`config.mk`:
```
export PLATFORM = sky130hd
export DESIGN_NAME = sd_host_sequencer
export DESIGN_NICKNAME = d
export VERILOG_FILES = /design/src/rtl/sd_host_pkg.sv /design/src/rtl/sd_watchdog.sv /design/src/rtl/sd_host_sequencer.sv
export SDC_FILE = /design/constraint.sdc
export NUM_CORES = 1
export LEC_CHECK = 0
export CAP_MARGIN = 10
export CORE_MARGIN = 8
export CORE_UTILIZATION = 49
export DETAILED_ROUTE_END_ITERATION = 7
export PLACE_DENSITY_LB_ADDON = 0.05
export REMOVE_ABC_BUFFERS = 1
export SLEW_MARGIN = 15
export SYNTH_ARGS = -nofsm -noshare
export SYNTH_HDL_FRONTEND = slang
export SYNTH_SLANG_ARGS = --single-unit
```
`constraint.sdc`:
```
create_clock -name clk -period 2.33 [get_ports clk]
set_input_delay 0.466 -clock clk [delete_from_list [all_inputs] [get_ports clk]]
set_output_delay 0.466 -clock clk [all_outputs]
set_load 0.01 [all_outputs]
```
`src/rtl/sd_host_pkg.sv`:
```
// Shared types and defaults for the SD host run sequencer.
package sd_host_pkg;

  localparam int CNT_W_DEF   = 8;
  localparam int TIMEOUT_DEF = 32;

  typedef enum logic [2:0] {
    IDLE  = 3'd0,
    START = 3'd1,
    WAIT  = 3'd2,
    GAP   = 3'd3,
    DONE  = 3'd4
  } state_t;

endpackage

```
`src/rtl/sd_watchdog.sv`:
```
// WAIT-cycle watchdog: counts enabled cycles since the last clear and flags
// the cycle in which the LIMIT-th consecutive enabled cycle is reached.
module sd_watchdog #(
  parameter int LIMIT = 32
) (
  input  logic clk,
  input  logic reset,
  input  logic clear,
  input  logic enable,
  output logic expired
);

  localparam int W = $clog2(LIMIT + 1);

  logic [W-1:0] count;

  // count holds the number of enabled cycles already completed
  assign expired = enable && (count == W'(LIMIT - 1));

  // counter: cleared whenever outside the watched window, holds at expiry
  always_ff @(posedge clk or posedge reset) begin
    if (reset)                  count <= '0;
    else if (clear)             count <= '0;
    else if (enable && !expired) count <= count + 1'b1;
  end

endmodule

```
`src/rtl/sd_host_sequencer.sv`:
```
// SD host run sequencer: accepts a batch of N runs, pulses xs for each run,
// waits for fin, inserts a one-cycle GAP between runs and pulses done at the
// end. Optional WAIT watchdog enabled by defining SD_HOST_TIMEOUT_EN.
module sd_host_sequencer
  import sd_host_pkg::*;
#(
  parameter int CNT_W   = CNT_W_DEF,
  parameter int TIMEOUT = TIMEOUT_DEF
) (
  input  logic             clk,
  input  logic             reset,
  input  logic             cmd_valid,
  output logic             cmd_ready,
  input  logic [CNT_W-1:0] cmd_runs,
  input  logic             abort,
  output logic             xs,
  input  logic             fin,
  output logic             busy,
  output logic             done,
  output logic [CNT_W-1:0] runs_done,
  output logic             timeout_err
);

  state_t           state, state_nxt;
  logic [CNT_W-1:0] target;
  logic [CNT_W-1:0] runs_inc;
  logic             accept;
  logic             run_fin;

  // runs_done never exceeds target, so the increment cannot wrap
  assign runs_inc = runs_done + 1'b1;

`ifdef SD_HOST_TIMEOUT_EN
  logic wd_expired;
  logic wd_fire;

  sd_watchdog #(.LIMIT(TIMEOUT)) u_wd (
    .clk     (clk),
    .reset   (reset),
    .clear   (state != WAIT),
    .enable  (state == WAIT),
    .expired (wd_expired)
  );
`else
  logic timeout_unused;
  assign timeout_unused = (TIMEOUT > 0);
`endif

  // Moore outputs decoded from the state
  assign cmd_ready = (state == IDLE);
  assign busy      = (state != IDLE);
  assign xs        = (state == START);
  assign done      = (state == DONE);

  // state register
  always_ff @(posedge clk or posedge reset) begin
    if (reset) state <= IDLE;
    else       state <= state_nxt;
  end

  // next-state: abort beats fin, fin beats watchdog expiry
  always_comb begin
    state_nxt = state;
    accept    = 1'b0;
    run_fin   = 1'b0;
`ifdef SD_HOST_TIMEOUT_EN
    wd_fire   = 1'b0;
`endif
    case (state)
      IDLE: begin
        if (cmd_valid) begin
          accept    = 1'b1;
          state_nxt = (cmd_runs == '0) ? DONE : START;
        end
      end
      START: state_nxt = abort ? DONE : WAIT;
      WAIT: begin
        if (abort) begin
          state_nxt = DONE;
        end else if (fin) begin
          run_fin   = 1'b1;
          state_nxt = (runs_inc == target) ? DONE : GAP;
        end
`ifdef SD_HOST_TIMEOUT_EN
        else if (wd_expired) begin
          wd_fire   = 1'b1;
          state_nxt = DONE;
        end
`endif
      end
      GAP:     state_nxt = abort ? DONE : START;
      DONE:    state_nxt = IDLE;
      default: state_nxt = IDLE;
    endcase
  end

  // target latched at acceptance; runs_done cleared there and bumped per fin
  always_ff @(posedge clk or posedge reset) begin
    if (reset) begin
      target    <= '0;
      runs_done <= '0;
    end else if (accept) begin
      target    <= cmd_runs;
      runs_done <= '0;
    end else if (run_fin) begin
      runs_done <= runs_inc;
    end
  end

`ifdef SD_HOST_TIMEOUT_EN
  // sticky watchdog flag, cleared only by the next accepted command
  always_ff @(posedge clk or posedge reset) begin
    if (reset)        timeout_err <= 1'b0;
    else if (accept)  timeout_err <= 1'b0;
    else if (wd_fire) timeout_err <= 1'b1;
  end
`else
  assign timeout_err = 1'b0;
`endif

endmodule

```
Word level (Yosys, flattened, before mapping)
Cells that the tools add are included.
{"block": "totals", "register_bits": 19, "inputBits": 13, "output_inout_bits": 13}
{"block": "op_classes", "addsub": 1, "n_eq_ne": 7, "n_mux": 15, "reduce_logical": 5}
{"op": "$mux 3", "count": 7}
{"op": "$mux 8", "count": 2}
{"op": "$pmux 3 s4", "count": 1}
{"op": "$add 8x1->8 const B", "count": 1}
{"op": "$eq 8x8->1", "count": 1}
{"op": "$logic_not 8->1", "count": 1}
{"op": "$eq 3x2->1 const B", "count": 2}
{"op": "$mux 1", "count": 5}
{"op": "$eq 3x1->1 const B", "count": 1}
{"op": "$eq 3x3->1 const B", "count": 1}
{"op": "$logic_not 3->1", "count": 1}
{"op": "$ne 3x3->1 const B", "count": 1}
{"op": "$reduce_bool 3->1", "count": 1}
{"op": "$ne 2x2->1 const B", "count": 1}
{"op": "$reduce_and 2->1", "count": 1}
{"op": "$reduce_bool 2->1", "count": 1}

Depth between registers and ports, before layout
Gate-level depths: netlist of run 1.
{"block": "depth", "depth_word": 6, "ltp_mapped": 7}

Worst setup path after synthesis of run 1
No wires, ideal clock.
{"block": "synth_timing", "kind": "register to register", "start": "register runs_done[0]", "end": "register state[2]", "setup_ns": 0.065, "arrival_ns": 1.765, "path_slack_ns": 0.500, "stages_incl_launch_ff": 8, "path_buffers": 1, "cell_sequence": "dfrtp_1 > ha_1 > and3_1 > buf_6 > xnor2_1 > nor4b_2 > nor3b_2 > o211a_1"}
{"block": "synth_between", "elab_chain_len": 6}
{"item": "start: declaration", "line": "sd_host_sequencer.sv:20", "text": "output logic [CNT_W-1:0] runs_done,"}
{"item": "start signal: assignment", "line": "sd_host_sequencer.sv:106", "text": "runs_done <= runs_inc;"}
{"item": "$add 8x1->8", "line": "sd_host_sequencer.sv:31", "text": "assign runs_inc = runs_done + 1'b1;"}
{"item": "$eq 8x8->1", "line": "sd_host_sequencer.sv:82", "text": "state_nxt = (runs_inc == target) ? DONE : GAP;"}
{"item": "$mux 3", "line": "sd_host_sequencer.sv:82"}
{"item": "$mux 3", "line": "sd_host_sequencer.sv:80", "text": "end else if (fin) begin"}
{"item": "$mux 3", "line": "sd_host_sequencer.sv:78", "text": "if (abort) begin"}
{"item": "$pmux 3 s4", "line": "sd_host_sequencer.sv:69", "text": "case (state)"}
{"item": "end signal: assignment", "line": "sd_host_sequencer.sv:58", "text": "else state <= state_nxt;"}
{"item": "end: declaration", "line": "sd_host_sequencer.sv:24", "text": "state_t state, state_nxt;"}
Every way passes these cells. The select of a mux whose other input is x is not followed.
A chain may end at the register's enable or synchronous reset.

Worst setup path in the final report of run 1
{"block": "layout_timing", "start": "register state[0]", "end": "output cmd_ready"}
{"block": "layout_between", "elab_chain_len": 1}
{"item": "$logic_not 3->1", "line": "sd_host_sequencer.sv:50", "text": "assign cmd_ready = (state == IDLE);"}
{"item": "end: declaration", "line": "sd_host_sequencer.sv:13", "text": "output logic cmd_ready,"}
Every way passes these cells.

==> flow_summary.ini, run 1 <==
[placed_design]
finalWeightedCongestion = 0.7422
port_buffers = 24
dpl.hpwl_um = 2001

[yosys]
synth_top_cell_area_share = 0.4144
yosysUniqueCellTypes = 39
synth-edff-count = 0
syn_inst = 118
synth_fa_ha_area_frac = 0.01091
synth-simple-area-share = 0.2083
ys_ff_latch = 19
syn_area_per_cell_um2 = 9.723
synth_compound_area_frac = 0.1352
synth_top_cells_by_area = dfrtp_1 (41%), mux2_2 (7.9%), xnor2_1 (5.3%)
synth_warnings = 0
synth_area_leader_cell = dfrtp_1
synth_mux_area_frac = 0.07852
synth_top_family_by_area = simple AND/OR/NAND/NOR gates
netlist_area_um2 = 1147
synth_flop_cell = dfrtp_1
yosysSeqAreaShare = 0.4144
synthArstFlopShare = 1.000
synth-xor-area-share = 0.09924

[clocking]
clk_path_buf_depth = 2
postCtsSetupBuffers = 0
cts_tree = done
htreeDepth = 1
numCtsBuffers = 3
cts_root_buf = clkbuf_4
clock_latency_ns = 0.29
path_clk_slew_ns = 0.11
cts_resized = 0
cts.sinks = 19
ctsHoldBuffers = 0

[cells_and_area]
final-seq-area_um2 = 475.5
syn_to_final_growth_pct = 23.01
multi_input_area_um2 = 614.3
layout.nets = 154
drive_gt1_frac = 0.1223
layout_common_cells = clkdlybuf4s50_1 (24), dfrtp_1 (19), o21ai_0 (11)
layout_commonest_cell = clkdlybuf4s50_1
antennaDiodeCount = 0
n_fill_cell = 209

[setup_path]
arrival_ns = 1.66
crit_type = reg -> out
critPathLaunchType = flip-flop
path_max_fanout = 9
critPathCaptureType = output port
cp_data_required_time_ns = 1.86

[global_routing]
grt_max_degree = 20
grt_pass1_vias = 916
antenna_found_initial = 0
grt.total_usage = 0.1201
gr-total-overflow = 0
grt_pass1_wl_um = 4071

[min_path]
min_path_type = reg -> reg

[detailed_routing]
dr.first_iter.drc_count = 30
drc_errors = 0
dr_total_vias = 932
wl_per_cell_um = 15.19
antenna_left = 0
routed.top_layer = met4
first_pass_iters = 4
wl_met1_um = 1122
vias_per_cell = 5.581
routed_wl_um = 2537
routed-wl-met3_um = 175
wl_met2_um = 1224

[timing]
finalMaxSlewViolations = 0
tightest_slew_ns = 0.7296
fin_crit_ns = 2.123
fin_skew_ns = 0.005592
timing.final.hold_violations = 0
rsz0062_at_grt = false
setup_viol = 0
period_share = 0.9110
timing.hold.ws_ns = 0.5498
fmax_ghz = 0.4711
tns_ns = 0
relSlewSlack = 0.5131

[floorplanning]
die_w_um = 64.39
placementRows = 17
initial_core_util = 0.5187
fp.dieH_um = 64.39
coreArea_um2 = 2212
die_area_um2 = 4146
io-pin-count = 26

[job]
drv_cap = 0

[power_and_ir_drop]
power_density_nw_per_um2 = 925.6
irDropWorstVdd_v = 0.0007183
power_leakage_nw = 0.6037

[run_status]
status = completed
final cells by class:
| class | instances | area share |
|---|---|---|
| clock buffer | 3 | 0.01596 |
| clock inverter | 1 | 0.003546 |
| multi-input combinational | 88 | 0.4353 |
| inverter | 3 | 0.007979 |
| timing repair buffer | 25 | 0.1755 |
| tap | 28 | 0.02482 |
| sequential | 19 | 0.3369 |
worst paths after layout:
check	cells past startpoint	end	startpoint	slack [ns]
setup / recovery	2	cmd_ready	state[0]	0.21
hold / removal	1	target[2]	target[2]	0.55
setup reg to reg	6	state[0]	runs_done[0]	0.38
hold reg to reg	1	target[2]	target[2]	0.55
max in group asynchronous	2	runs_done[5]	reset	1.29
min in group asynchronous	2	runs_done[4]	reset	0.58
layer usage:
layer / track usage / up-vias
met5: 0 / -
met4: 0.03270 / 0
met3: 0.04181 / 2
met2: 0.2112 / 19
met1: 0.1337 / 448
li1: - / 463
critical path: stages (launching register included):
cell and delay, ns:
dfrtp_1 0.48, nor3_2 0.30, clkdlybuf4s50_1 0.59
registers in the layout, summed over array words and instances, names as in the netlist:
| register | cells |
|---|---|
| runs_done | 8 |
| state | 3 |
| target | 8 |
stage by stage:
stage | setup slack [ns] | instances | total power, mW | util | area [um2]
final | 0.2074 | 167 | 1.306 | 0.6380 | 1411
after CTS | 0.1865 | 167 | 1.325 | 0.6380 | 1411
after global placement | 0.3390 | 163 | 1.138 | 0.6256 | 1384
after detailed placement | 0.2583 | 163 | 1.159 | 0.6256 | 1384
after global routing | 0.1114 | 167 | 1.403 | 0.6380 | 1411
after floorplan | 0.5548 | 110 | 0.9270 | - | 1101
logic make-up after synthesis:
family,after synthesis
AOI/OAI and AO/OA,24
xor gates and xnor gates,13
adders and majority gates,1
buffers and inverters,11
DFF,19
muxes,8
other,1
and+or+nand+nor,41
power by group:
part	switching [mW]	internal (mW)	total, mW
Sequential	0.113	0.432	0.545
Combinational	0.258	0.338	0.596
Clock	0.102	0.0638	0.165
Total	0.473	0.834	1.31
cell usage after synthesis (all sizes together) (3+ instances only):
cell type   n
dfrtp      19
o21ai      11
nor2        9
mux2        8
xnor2       7
buf         6
xor2        6
and3        5
nand2       5
nand3       4
nor3        4
inv         3
nor3b       3
Power figures use the tool's default switching activity.
==> inputs of run 2 (changes only) <==
ABC_CLOCK_PERIOD_IN_PS = 2330   (was not set)
==> results of run 2 <==
No change in the layout: final DEF, timing and power equal those of run 1.
